$ cat config.mk
export PLATFORM = sky130hd
export DESIGN_NAME = uart_tx_fifo
export DESIGN_NICKNAME = d
export VERILOG_FILES = /design/src/rtl/uart_tx_fifo.sv
export SDC_FILE = /design/constraint.sdc
export NUM_CORES = 1
export LEC_CHECK = 0
export CAP_MARGIN = 20
export CORE_MARGIN = 4
export CORE_UTILIZATION = 55
export CTS_BUF_LIST = sky130_fd_sc_hd__clkbuf_16
export DETAILED_ROUTE_END_ITERATION = 8
export HOLD_SLACK_MARGIN = 0.15
export PLACE_DENSITY = 0.72
export SLEW_MARGIN = 10
export SYNTH_ARGS = -nofsm -noshare
export SYNTH_HDL_FRONTEND = slang
export SYNTH_SLANG_ARGS = --single-unit
$ cat constraint.sdc
create_clock -name clk -period 4.21 [get_ports clk]
set_input_delay 1.263 -clock clk [delete_from_list [all_inputs] [get_ports clk]]
set_output_delay 1.263 -clock clk [all_outputs]
set_load 0.02 [all_outputs]
$ cat src/rtl/uart_tx_fifo.sv
// uart_tx_fifo
//   Transmit side of the UART byte interface. Bytes written on tx_wdata/tx_wten
//   are buffered in a FIFO and serialized onto uart_tx as 8N1 frames (one start
//   bit, eight data bits LSB first, one stop bit). Single clock domain.
//
// Ports
//   clk               system clock, rising edge
//   rst               synchronous reset, active high
//   tx_wdata          byte to enqueue
//   tx_wten           write strobe, one byte per cycle
//   ovr_clr           clears the sticky overrun flag
//   tx_fifo_full      FIFO holds FIFO_DEPTH entries
//   tx_fifo_overrun   sticky: a write arrived while the FIFO was full
//   tx_fifo_underrun  always 0; the serializer only pops when not empty
//   tx_busy           serializer is not idle
//   uart_tx           registered serial line, idles high
//
// Serializer states
//   state   | meaning
//   --------+---------------------------------------------------------
//   S_IDLE  | line high, waiting for a queued byte
//   S_START | start bit (line low) for CLKS_PER_BIT cycles
//   S_DATA  | data bits 0..7, shift[0] on the line, CLKS_PER_BIT each
//   S_STOP  | stop bit (line high); chains straight into the next byte

module uart_tx_fifo #(
    parameter int CLKS_PER_BIT = 208,
    parameter int FIFO_DEPTH   = 16,
    parameter int ADDR_W       = 4
) (
    input  logic       clk,
    input  logic       rst,
    input  logic [7:0] tx_wdata,
    input  logic       tx_wten,
    input  logic       ovr_clr,
    output logic       tx_fifo_full,
    output logic       tx_fifo_overrun,
    output logic       tx_fifo_underrun,
    output logic       tx_busy,
    output logic       uart_tx
);

    localparam int                BAUD_W     = (CLKS_PER_BIT > 1) ? $clog2(CLKS_PER_BIT) : 1;
    localparam logic [BAUD_W-1:0] BAUD_LAST  = BAUD_W'(CLKS_PER_BIT - 1);
    localparam logic [ADDR_W:0]   COUNT_FULL = (ADDR_W + 1)'(FIFO_DEPTH);

    typedef enum logic [1:0] {
        S_IDLE  = 2'd0,
        S_START = 2'd1,
        S_DATA  = 2'd2,
        S_STOP  = 2'd3
    } state_t;

    // ------------------------------------------------------------------
    // FIFO
    // ------------------------------------------------------------------
    logic [7:0]        mem [FIFO_DEPTH];
    logic [ADDR_W-1:0] wr_ptr;
    logic [ADDR_W-1:0] rd_ptr;
    logic [ADDR_W:0]   count;
    logic              push;
    logic              pop;
    logic              fifo_has_data;

    // Full comes from the registered count only, so a pop in the same cycle
    // does not rescue a write that lands on a full FIFO.
    assign tx_fifo_full     = (count == COUNT_FULL);
    assign tx_fifo_underrun = 1'b0;
    assign fifo_has_data    = (count != '0);
    assign push             = tx_wten && !tx_fifo_full;

    always_ff @(posedge clk) begin
        if (rst) begin
            wr_ptr <= '0;
            rd_ptr <= '0;
            count  <= '0;
        end else begin
            if (push) begin
                wr_ptr <= wr_ptr + 1'b1;
            end
            if (pop) begin
                rd_ptr <= rd_ptr + 1'b1;
            end
            case ({push, pop})
                2'b10:   count <= count + 1'b1;
                2'b01:   count <= count - 1'b1;
                default: count <= count;
            endcase
        end
    end

    // Storage is not reset; stale entries are unreachable once the pointers clear.
    always_ff @(posedge clk) begin
        if (push) begin
            mem[wr_ptr] <= tx_wdata;
        end
    end

    // Set wins over a same-cycle clear so a drop is never lost.
    always_ff @(posedge clk) begin
        if (rst) begin
            tx_fifo_overrun <= 1'b0;
        end else if (tx_wten && tx_fifo_full) begin
            tx_fifo_overrun <= 1'b1;
        end else if (ovr_clr) begin
            tx_fifo_overrun <= 1'b0;
        end
    end

    // ------------------------------------------------------------------
    // Serializer
    // ------------------------------------------------------------------
    state_t            state;
    state_t            state_nxt;
    logic [BAUD_W-1:0] baud_cnt;
    logic [BAUD_W-1:0] baud_nxt;
    logic [2:0]        bit_idx;
    logic [2:0]        bit_nxt;
    logic [7:0]        shift;
    logic [7:0]        shift_nxt;
    logic              tx_nxt;
    logic              busy_nxt;
    logic              baud_last;

    assign baud_last = (baud_cnt == BAUD_LAST);

    always_ff @(posedge clk) begin
        if (rst) begin
            state    <= S_IDLE;
            baud_cnt <= '0;
            bit_idx  <= '0;
            shift    <= '0;
            tx_busy  <= 1'b0;
            uart_tx  <= 1'b1;
        end else begin
            state    <= state_nxt;
            baud_cnt <= baud_nxt;
            bit_idx  <= bit_nxt;
            shift    <= shift_nxt;
            tx_busy  <= busy_nxt;
            uart_tx  <= tx_nxt;
        end
    end

    always_comb begin
        state_nxt = state;
        baud_nxt  = baud_cnt;
        bit_nxt   = bit_idx;
        shift_nxt = shift;
        pop       = 1'b0;

        case (state)
            S_IDLE: begin
                if (fifo_has_data) begin
                    pop       = 1'b1;
                    shift_nxt = mem[rd_ptr];
                    baud_nxt  = '0;
                    state_nxt = S_START;
                end
            end

            S_START: begin
                if (baud_last) begin
                    baud_nxt  = '0;
                    bit_nxt   = '0;
                    state_nxt = S_DATA;
                end else begin
                    baud_nxt = baud_cnt + 1'b1;
                end
            end

            S_DATA: begin
                if (baud_last) begin
                    baud_nxt  = '0;
                    shift_nxt = {1'b0, shift[7:1]};
                    if (bit_idx == 3'd7) begin
                        state_nxt = S_STOP;
                    end else begin
                        bit_nxt = bit_idx + 1'b1;
                    end
                end else begin
                    baud_nxt = baud_cnt + 1'b1;
                end
            end

            S_STOP: begin
                if (baud_last) begin
                    baud_nxt = '0;
                    // Chain directly into the next start bit when more bytes wait.
                    if (fifo_has_data) begin
                        pop       = 1'b1;
                        shift_nxt = mem[rd_ptr];
                        state_nxt = S_START;
                    end else begin
                        state_nxt = S_IDLE;
                    end
                end else begin
                    baud_nxt = baud_cnt + 1'b1;
                end
            end

            default: begin
                state_nxt = S_IDLE;
                baud_nxt  = '0;
            end
        endcase
    end

    // The line is driven from the current state, so it trails the state
    // register by one cycle; the busy flag tracks the state register itself.
    always_comb begin
        tx_nxt = 1'b1;
        case (state)
            S_IDLE:  tx_nxt = 1'b1;
            S_START: tx_nxt = 1'b0;
            S_DATA:  tx_nxt = shift[0];
            S_STOP:  tx_nxt = 1'b1;
            default: tx_nxt = 1'b1;
        endcase
    end

    assign busy_nxt = (state_nxt != S_IDLE);

endmodule

==> results of run 1 <==
-- metrics by stage --
stage,hold slack [ps],area (sq um)
after global routing,500.7,8014
final,467.8,8014
after detailed placement,456.7,7436
after CTS,466.5,8014
after global placement,442.5,7436
after floorplan,435.6,7107
-- routing by layer --
metal | GRT usage [%] | vias up
met1 | 25.62 | 1944
met4 | 6.232 | 0
met2 | 31.36 | 72
met5 | 0 | -
met3 | 4.596 | 8
li1 | - | 1788
-- sequential cells by signal, summed over array words and instances (netlist names), 2 cells and up, named ones only --
signal	flops
baud_cnt	8
bit_idx	3
count	5
mem	128
rd_ptr	4
shift	8
state	2
wr_ptr	4
-- cell families after synthesis --
logic type	synth area share (%)
AOI/OAI and AO/OA	5.652
xor gates and xnor gates	1.232
adders and majority gates	2.465
buffers and inverters	2.975
DFF	65.63
muxes	13.50
other	0.05277
and+or+nand+nor	8.486
-- cells in the mapped netlist, types with 4 or more instances --
cell type	count
sky130_fd_sc_hd__a21oi_1	12
sky130_fd_sc_hd__nor3_1	5
sky130_fd_sc_hd__or3_1	4
sky130_fd_sc_hd__mux4_1	5
sky130_fd_sc_hd__nand3_1	5
sky130_fd_sc_hd__inv_1	10
sky130_fd_sc_hd__a311oi_1	9
sky130_fd_sc_hd__nand4_1	4
sky130_fd_sc_hd__edfxtp_1	128
sky130_fd_sc_hd__nand2_1	30
sky130_fd_sc_hd__mux2i_1	4
sky130_fd_sc_hd__dfxtp_1	41
sky130_fd_sc_hd__xor2_1	7
sky130_fd_sc_hd__clkbuf_1	10
sky130_fd_sc_hd__nor2_1	54
sky130_fd_sc_hd__mux4_2	35
sky130_fd_sc_hd__buf_2	5
sky130_fd_sc_hd__ha_1	14
sky130_fd_sc_hd__o21ai_0	7
-- area by class of cell --
cell class              count  area (sq um)
multi-input cells         244          2231
clock inverters            15         152.6
inverters                  10         37.54
repair buffers             33         285.3
flip-flops and latches    169          4667
well taps                 172         215.2
clock buffers              17         425.4
fillers                   915          4606
-- report_power, final --
group	switching, mW	internal, mW	total, mW
registers	0.147	1.91	2.06
logic	0.605	0.520	1.12
clock network	0.699	0.791	1.49
-- path summary, 6_finish.rpt --
kind / endpoint / slack (ps) / cells after the start
worst max-delay path: count[4]$_SDFFE_PP0P_ / 910 / 11
worst min register to register: bit_idx[2]$_SDFFE_PP0P_ / 470 / 2
worst min-delay path: bit_idx[2]$_SDFFE_PP0P_ / 470 / 2
worst max register to register: count[4]$_SDFFE_PP0P_ / 1070 / 12
-- worst max-delay path: cells and delay by family --
kind	cells	cell delay (ps)
mux	1	90
xor+xnor	1	150
simple gates	2	630
compound gates	3	490
fa+ha+maj	2	460
buf+inv	2	570
==> impl_results.md, run 1 <==
- Count of different cell masters after synthesis: between 60 and 70
- CP peak stage delay: 510 ps
- Clk_skew: about 17 ps
- Core Box Area: 12620 sq um
- Min-delay worst type: reg -> reg
- Clk Tree Root Cell: sky130_fd_sc_hd__clkbuf_16
- Iteration count of the initial detailed-routing pass: 4
- Maximum Capacitance Violations: 0
- Metal3 WL: approximately 510 um
- Num ports: 17
- H-tree depth: 4
- Run status: complete, no violations
- Crit share post-route: ~80%
- Inst Count DP: roughly 630
- Maximum number of pins on one net before global-route repair: 30
- Element type at the critical path end: flip-flop
- Hold violation total from the final report: 0
- Number of sinks driven by the clock tree: approximately 170
- Via count of the first global-routing pass: 3853
- Gr ovfl total: 0
- Slew of the pin with the lowest slew margin: around 830 ps
- Number of clock buffers inserted by TritonCTS: 17
- Crit-path cells: clkdlybuf4s50_1 -> a21boi_2 -> inv_1 -> ha_1 -> xor2_1 -> ha_1 -> or3_1 -> a21oi_1 -> mux2i_1 -> or3_1 -> a21oi_1
- Setup total negative slack: 0 ps
- Number of buffers on the longest clock path: 2
- Leading cell types by total area after synthesis: sky130_fd_sc_hd__edfxtp_1, sky130_fd_sc_hd__dfxtp_1, sky130_fd_sc_hd__mux4_2
- Routed wire length per instance: between 15 and 20 um
- Buffers inserted during post-CTS setup optimization: 0
- Initial antenna violation count: 0
- GRT Total Usage: 19.16%
- Startpoint of the lowest-slack hold path: bit_idx[2]$_SDFFE_PP0P_
- Max Fanout on Critical Path: 4
- IO buf count: 15
- First-pass GRT wire length: 21.03 mm
- Remaining antenna violation count: 0
- Cells resized by post-CTS repair: 0
- Number of max-slew violations in the final report: 0
- Final cell count without fillers: 660
- Worst path required time: approximately 4600 ps
- Leakage power summed over all cells: 2.658 nW
- Met2 routed WL: about 6.8 mm
- Die footprint: approximately 15000 sq um
- Post-synth EDFFs: around 130
- Max-slew headroom: 44.46%
- Most common library cell in the layout ignoring fill and taps: sky130_fd_sc_hd__edfxtp_1
- Total power: around 4.7 mW
- Origin of the worst setup path: tx_wten
- Dominant register cell in the synthesized netlist: sky130_fd_sc_hd__edfxtp_1
- Y dimension of the die: about 120 um
- Master of the slowest instance on the critical path: sky130_fd_sc_hd__clkdlybuf4s50_1
- Routed via count divided by cell count: a little under 6
- Synthesis warning total: 0
- Dominant cell type by area after synthesis: sky130_fd_sc_hd__edfxtp_1
- Worst VDD drop: a little over 0.4 mV
- Later-pin clock latency in the skew report: between 400 and 500 ps
- Total nets after synthesis: between 400 and 500
- Util after Layout: ~64%
- Synth-to-layout area growth: 12.76%
- Sequential area share after synthesis: ~66%
- Synthesized area per cell: roughly 16 sq um
- Die W: 121.7 um
- Count of inserted antenna diode cells: 0
- Routed wire length: 12.94 mm
- Netlist Area Pre-Place: approximately 7100 sq um
- Total number of vias: about 3800
- Final setup vio count: 0
- Post-Syn Instances: between 400 and 500
- Final HPWL DP: slightly below 9 mm
- Worst endpoint data arrival time: 3650 ps
- Minimum clock period after layout: 3303 ps
- Hold_buf cts: 0
- Clock transition at path regs: about 70 ps
- Remaining design rule violation count: 0
- Power density over the cells: 583.3 nW/um^2
- RSZ-0062 raised after global routing: no
- Top-area cell type share of the netlist area: between 50% and 60%
- Post-synthesis sequential element count: ~170
- Ys async rst share: 0%
- Type of element launching the critical path: input pin
- Clock tree from TritonCTS: done
- Class of the most critical setup path: in -> reg
- Worst path setup slack after routing: about 910 ps
- Number of DRC markers in iteration 0: between 300 and 400
- Gpl congestion: a little under 0.8
- Starting density of the core: between 50% and 60%
- Detailed-routing wirelength on met1: ~5.5 mm
- Launching point of the worst reg2reg path: baud_cnt[0]$_SDFFE_PP0P_
- Worst slack after detailed placement: ~500 ps
- Fraction of layout cells with a size suffix above 1: ~21%
- Maximum clock rate: 302.7 MHz
- Top Metal Used: met4
- Most frequent cells in the layout: sky130_fd_sc_hd__edfxtp_1, sky130_fd_sc_hd__nor2_1, sky130_fd_sc_hd__dfxtp_1
- Site row count: ~40
- Number of nets in the layout: around 500
Note: power is estimated with default switching activity, not from simulation.
==> inputs of run 2 (changes only) <==
==> constraint.sdc (replaced) <==
create_clock -name clk -period 3.4 [get_ports clk]
set_input_delay 1.02 -clock clk [delete_from_list [all_inputs] [get_ports clk]]
set_output_delay 1.02 -clock clk [all_outputs]
set_load 0.02 [all_outputs]
==> impl_results.md, run 2 (synthesized netlist as in run 1, its figures left out) <==
- Core Box Area: 12620 sq um (unchanged)
- Final setup vio count: 0 (unchanged)
- Synth-to-layout area growth: 13.70%
- Remaining design rule violation count: 0 (unchanged)
- Maximum Capacitance Violations: 0 (unchanged)
- Part of the power in combinational logic: 25.4% (+1.3 points)
- Final HPWL DP: 8.747 mm (+0.62%)
- Final standard cell area without fillers: 8080 sq um (+0.83%)
- Gr ovfl total: 0 (unchanged)
- Internal power summed over all cells: 4.128 mW (+28%)
- H-tree depth: 4 (unchanged)
- Later-pin clock latency in the skew report: 420 ps (about the same)
- Clock tree from TritonCTS: done
- Fraction of layout cells with a size suffix above 1: 21.37% (+0.67 points)
- Master of the slowest instance on the critical path: sky130_fd_sc_hd__clkdlybuf4s50_1
- Starting density of the core: 56.32% (unchanged)
- Y dimension of the die: 121.7 um (unchanged)
- Max Fanout on Critical Path: 10 (+6)
- Total number of vias: 3854 (+1.1%)
- Number of sinks driven by the clock tree: 169 (unchanged)
- Final cell count without fillers: 668 (+1.2%)
- Worst slack after detailed placement: -14.67 ps (-513.6 ps)
- Number of nets in the layout: 509 (+1.6%)
- Sw Ratio: 29.61% (-1.4 points)
- Count of inserted antenna diode cells: 0 (unchanged)
- Clk Tree Root Cell: sky130_fd_sc_hd__clkbuf_16
- Inst Count DP: 636 (+1.3%)
- Element type at the critical path end: output pin
- Class of the most critical setup path: reg -> out
- Routed wire length per instance: 20.55 um (+4.8%)
- CP peak stage delay: 600 ps (+90 ps)
- Number of DRC markers in iteration 0: 371 (+17%)
- Number of clock buffers inserted by TritonCTS: 17 (unchanged)
- Die W: 121.7 um (unchanged)
- Crit-path cells: nor4_4 -> and2_1 -> clkdlybuf4s50_1
- Util after Layout: 64.03% (+0.53 points)
- Most common library cell in the layout ignoring fill and taps: sky130_fd_sc_hd__edfxtp_1
- Slew of the pin with the lowest slew margin: 720.6 ps (-109.4 ps)
- Run status: complete, no violations
- Site row count: 41 (unchanged)
- Num ports: 17 (unchanged)
- Clk_skew: 11.93 ps (-5.244 ps)
- Crit share post-route: 87.90%
- Clock transition at path regs: 60 ps (about the same)
- GRT Total Usage: 20.10% (+0.94 points)
- Minimum clock period after layout: 2989 ps
- Leakage power summed over all cells: 2.715 nW (+2.1%)
- Max-slew headroom: 51.89% (+7.4 points)
- Routed wire length: 13.73 mm (+6.1%)
- Initial antenna violation count: 0 (unchanged)
- Maximum number of pins on one net before global-route repair: 30 (unchanged)
- Routed via count divided by cell count: 5.769 (-0.11%)
- Flip-flop count of the largest register, all copies and words added: 128 (unchanged)
- Buffers inserted during post-CTS setup optimization: 0 (unchanged)
- Min-delay worst type: reg -> reg
- Hold violation total from the final report: 0 (unchanged)
- Fraction of power consumed by sequential logic: 42.8% (-1.3 points)
- Share of power burned in the clock network: 31.8% (about the same)
- Number of fill cells: 916 (+0.11%)
- Worst path required time: 2380 ps (-2180 ps)
- Worst VDD drop: 0.4894 mV (+18%)
- Via count of the first global-routing pass: 3890 (+0.96%)
- Post-place instance area: 7507 sq um (+0.96%)
- Die footprint: 14800 sq um (unchanged)
- Worst endpoint data arrival time: 1970 ps (-1680 ps)
- Remaining antenna violation count: 0 (unchanged)
- Most flop-heavy register: mem
- Gpl congestion: 0.7654 (-1.9%)
- Number of max-slew violations in the final report: 0 (unchanged)
- Maximum clock rate: about 330 MHz
- Iteration count of the initial detailed-routing pass: 4 (unchanged)
- Registers with the most flip-flops: mem: 128 flops, baud_cnt: 8 flops, shift: 8 flops
- Worst path setup slack after routing: 411.3 ps (-495.2 ps)
- Hold_buf cts: 0 (unchanged)
- Power density over the cells: 725.8 nW/um^2 (+24%)
- First-pass GRT wire length: 21.78 mm (+3.5%)
- Power dissipated by switching net loads: 1.736 mW (+20%)
- Cells resized by post-CTS repair: 0 (unchanged)
- Type of element launching the critical path: flip-flop
- Most frequent cells in the layout: sky130_fd_sc_hd__edfxtp_1, sky130_fd_sc_hd__nor2_1, sky130_fd_sc_hd__dfxtp_1
- RSZ-0062 raised after global routing: no
- Number of buffers on the longest clock path: 2 (unchanged)
- IO buf count: 15 (unchanged)
==> run 2: cell types whose count changed in the layout (fill, tap and decap cells not counted), sizes merged <==
cell,before,now
clkinvlp,2,1
inv,18,17
bufinv,0,2
buf,18,26
==> run 2: path summary, 6_finish.rpt <==
path / from / endpoint / slack, ps / cells past startpoint
setup / recovery: count[2]$_SDFFE_PP0P_ / tx_fifo_full / 410 / 3
hold / removal: shift[1]$_SDFFE_PP0P_ / shift[0]$_SDFFE_PP0P_ / 480 / 2
setup reg to reg: state[0]$_SDFF_PP0_ / count[4]$_SDFFE_PP0P_ / 440 / 12
hold reg to reg: shift[1]$_SDFFE_PP0P_ / shift[0]$_SDFFE_PP0P_ / 480 / 2
==> run 2: stage by stage <==
stage	total power, mW	setup TNS, ps	hold WS [ps]
detailed placement	4.032	-14.67	468.2
finish	5.865	0	475.6
CTS	5.915	0	473.0
floorplan	3.696	0	435.6
global route	6.169	0	491.0
global placement	3.990	0	443.6
==> run 2: worst max-delay path, delay by kind of cell, from the launching register on <==
kind	cells	cell delay, ps
AND/OR/NAND/NOR	2	530
flip-flops	1	420
buffers and inverters	1	600
==> run 2: final cells by class <==
type	count	area, sq um	share of cell area [%]
Clock buffer	17	425.4	5.265
Inverter	10	37.54	0.4645
Sequential cell	169	4666	57.74
Multi-Input combinational cell	244	2231	27.61
Tap cell	172	215.2	2.663
Clock inverter	15	147.6	1.827
Timing Repair Buffer	41	357.8	4.429
==> run 2: layer usage <==
layer / routed length (um) / up-vias / global-route usage, %
li1: - / 1798 / -
met1: 5930 / 1941 / 27.22
met2: 6923 / 98 / 31.92
met3: 649 / 17 / 5.014
met4: 223 / 0 / 7.423
met5: 0 / - / 0
==> run 2: power groups by stage <==
stage	Clock, mW	Combinational (mW)	Sequential (mW)
6_report	1.86	1.49	2.51
2_1_floorplan	0	1.19	2.51
3_3_place_gp	0	1.44	2.55
5_1_grt	1.99	1.64	2.54
3_5_place_dp	0	1.48	2.55
4_1_cts	1.90	1.50	2.51
==> inputs of run 3 (changes only) <==
--- a/config.mk
+++ b/config.mk
@@ -11,7 +11,8 @@
 export CTS_BUF_LIST = sky130_fd_sc_hd__clkbuf_16
 export DETAILED_ROUTE_END_ITERATION = 8
 export HOLD_SLACK_MARGIN = 0.15
-export PLACE_DENSITY = 0.72
+export MAX_ROUTING_LAYER = met4
+export PLACE_DENSITY = 0.75
 export SLEW_MARGIN = 10
 export SYNTH_ARGS = -nofsm -noshare
 export SYNTH_HDL_FRONTEND = slang
==> constraint.sdc (replaced) <==
create_clock -name clk -period 2.4 [get_ports clk]
set_input_delay 0.72 -clock clk [delete_from_list [all_inputs] [get_ports clk]]
set_output_delay 0.72 -clock clk [all_outputs]
set_load 0.02 [all_outputs]
==> impl_results.md, run 3 (synthesized netlist as in run 1, its figures left out) <==
- Count of inserted antenna diode cells: 0 (unchanged)
- Final standard cell area without fillers: 8432 sq um (+4.4%)
- Die W: 121.7 um (unchanged)
- Synth-to-layout area growth: 18.64%
- Number of sinks driven by the clock tree: 169 (unchanged)
- Total area of sequential cells: 4667 sq um (about the same)
- Fraction of layout cells with a size suffix above 1: 28.57% (+7.2 points)
- Leakage power summed over all cells: 2.918 nW (+7.5%)
- Master of the slowest instance on the critical path: sky130_fd_sc_hd__or4_4
- Minimum clock period after layout: between 2000 and 3000 ps
- Post-place instance area: 7780 sq um (+3.6%)
- Clk_skew: 9.484 ps (-2.448 ps)
- Worst path setup slack after routing: -222.3 ps (-633.6 ps)
- Gpl congestion: 0.8982 (+17%)
- Total power: 8.816 mW (+50%)
- Total number of vias: 4096 (+6.3%)
- Run status: complete, but fails checks
- H-tree depth: 4 (unchanged)
- Slew of the pin with the lowest slew margin: 571.6 ps (-149.0 ps)
- Routed wire length: 14.11 mm (+2.8%)
- Initial antenna violation count: 0 (unchanged)
- Number of max-slew violations in the final report: 0 (unchanged)
- Remaining design rule violation count: 0 (unchanged)
- Routed wire length per instance: 20.05 um (-2.4%)
- Crit-path cells: or4_4 -> o21bai_4 -> nor2_4 -> ha_4 -> xor2_1 -> ha_2 -> or3_4 -> a21oi_2 -> mux2i_1 -> or3_1 -> a21oi_1
- Registers with the most flip-flops: mem: 128 flops, baud_cnt: 8 flops, shift: 8 flops
- Worst slack after detailed placement: -623.8 ps (-609.1 ps)
- IO buf count: 15 (unchanged)
- Final HPWL DP: 9.337 mm (+6.7%)
- Routed via count divided by cell count: 5.818 (+0.84%)
- Most flop-heavy register: mem
- Starting density of the core: 56.32% (unchanged)
- Max Fanout on Critical Path: 2 (-8)
- Class of the most critical setup path: reg -> reg
- Failing checks: setup timing
- Worst endpoint data arrival time: 2980 ps (+1010 ps)
- Clk Tree Root Cell: sky130_fd_sc_hd__clkbuf_16
- Number of clock buffers inserted by TritonCTS: 17 (unchanged)
- First-pass GRT wire length: 22.80 mm (+4.7%)
- CP peak stage delay: 560 ps (-40 ps)
- Clock tree from TritonCTS: done
- Num ports: 17 (unchanged)
- Element type at the critical path end: flip-flop
- Most common library cell in the layout ignoring fill and taps: sky130_fd_sc_hd__edfxtp_1
- Crit share post-route: 109.3%
- Final setup vio count: 3 (+3)
- Maximum Capacitance Violations: 0 (unchanged)
- Gr ovfl total: 0 (unchanged)
- Max-slew headroom: 61.77% (+9.9 points)
- Number of nets in the layout: 545 (+7.1%)
- Min-delay worst type: reg -> reg
- Die footprint: 14800 sq um (unchanged)
- Hold violation total from the final report: 0 (unchanged)
- Number of DRC markers in iteration 0: 440 (+19%)
- Remaining antenna violation count: 0 (unchanged)
- Via count of the first global-routing pass: 4143 (+6.5%)
- Maximum clock rate: approximately 380 MHz
- Number of buffers on the longest clock path: 2 (unchanged)
- Most frequent cells in the layout: sky130_fd_sc_hd__edfxtp_1, sky130_fd_sc_hd__buf_4, sky130_fd_sc_hd__nor2_1
- Number of fill cells: 857 (-6.4%)
- Worst VDD drop: 0.6764 mV (+38%)
- Later-pin clock latency in the skew report: 430 ps (about the same)
- Y dimension of the die: 121.7 um (unchanged)
- RSZ-0062 raised after global routing: yes
- Site row count: 41 (unchanged)
- GRT Total Usage: 21.55% (+1.5 points)
- Power density over the cells: 1046 nW/um^2 (+44%)
- Clock transition at path regs: 60 ps (about the same)
- Type of element launching the critical path: flip-flop
- Flip-flop count of the largest register, all copies and words added: 128 (unchanged)
- Iteration count of the initial detailed-routing pass: 5 (+1)
- Maximum number of pins on one net before global-route repair: 30 (unchanged)
- Worst path required time: 2760 ps (+380 ps)
- Core Box Area: 12620 sq um (unchanged)
- Area taken by multi-input logic gates: 2282 sq um (+2.3%)
[run 3: worst max-delay path, delay by kind of cell, from the launching register on]
kind	cells	cell delay, ps
simple gates	4	1270
compound gates	3	400
fa+ha+maj	2	330
flops	1	320
xor+xnor	1	140
mux	1	100
[run 3: power by group]
group	leakage, nW	internal, mW	switching [mW]	total, mW
sequential	1.49	3.36	0.115	3.47
combinational	1.13	1.25	1.37	2.62
clock	0.293	1.56	1.17	2.72
[run 3: timing repair]
item / CTS / global route
hold buffers: 0 / 0
buffers inserted: 1 / 2
resized for setup: 8 / 3
cloned: 0 / 0
setup endpoints to repair: 3 / 3
pin swaps: 1 / 4
[run 3: through the flow]
| stage | instances | setup TNS, ps | hold WS (ps) | util (%) |
|---|---|---|---|---|
| after floorplan | 450 | -649.9 | 435.6 | - |
| after global placement | 669 | -3293 | 442.1 | 61.65 |
| after detailed placement | 669 | -5187 | 469.2 | 61.65 |
| after CTS | 702 | -326.6 | 477.3 | 66.54 |
| after global routing | 704 | -687.4 | 505.5 | 66.82 |
| final | 704 | -397.0 | 477.1 | 66.82 |
[run 3: layout make-up]
| cell class | instances | area share [%] |
|---|---|---|
| clock buffer | 17 | 5.045 |
| sequential | 169 | 55.35 |
| inverter | 10 | 0.4452 |
| multi-input combinational | 244 | 27.07 |
| timing repair buffer | 77 | 7.612 |
| clock inverter | 15 | 1.929 |
| tap | 172 | 2.552 |
[run 3: final timing paths]
path,depth (start not counted),to,from,slack (ps)
max reg2reg,11,count[4]$_SDFFE_PP0P_,count[1]$_SDFFE_PP0P_,-220
min,2,bit_idx[1]$_SDFFE_PP0P_,bit_idx[1]$_SDFFE_PP0P_,480
min reg2reg,2,bit_idx[1]$_SDFFE_PP0P_,bit_idx[1]$_SDFFE_PP0P_,480
max,11,count[4]$_SDFFE_PP0P_,count[1]$_SDFFE_PP0P_,-220
[run 3: routing by layer]
layer,up-vias,GRT usage [%],wire (um)
met5,-,-,0
met4,0,6.022,162
met3,23,5.385,678
met2,134,35.23,7383
met1,2068,27.16,5888
li1,1871,-,-
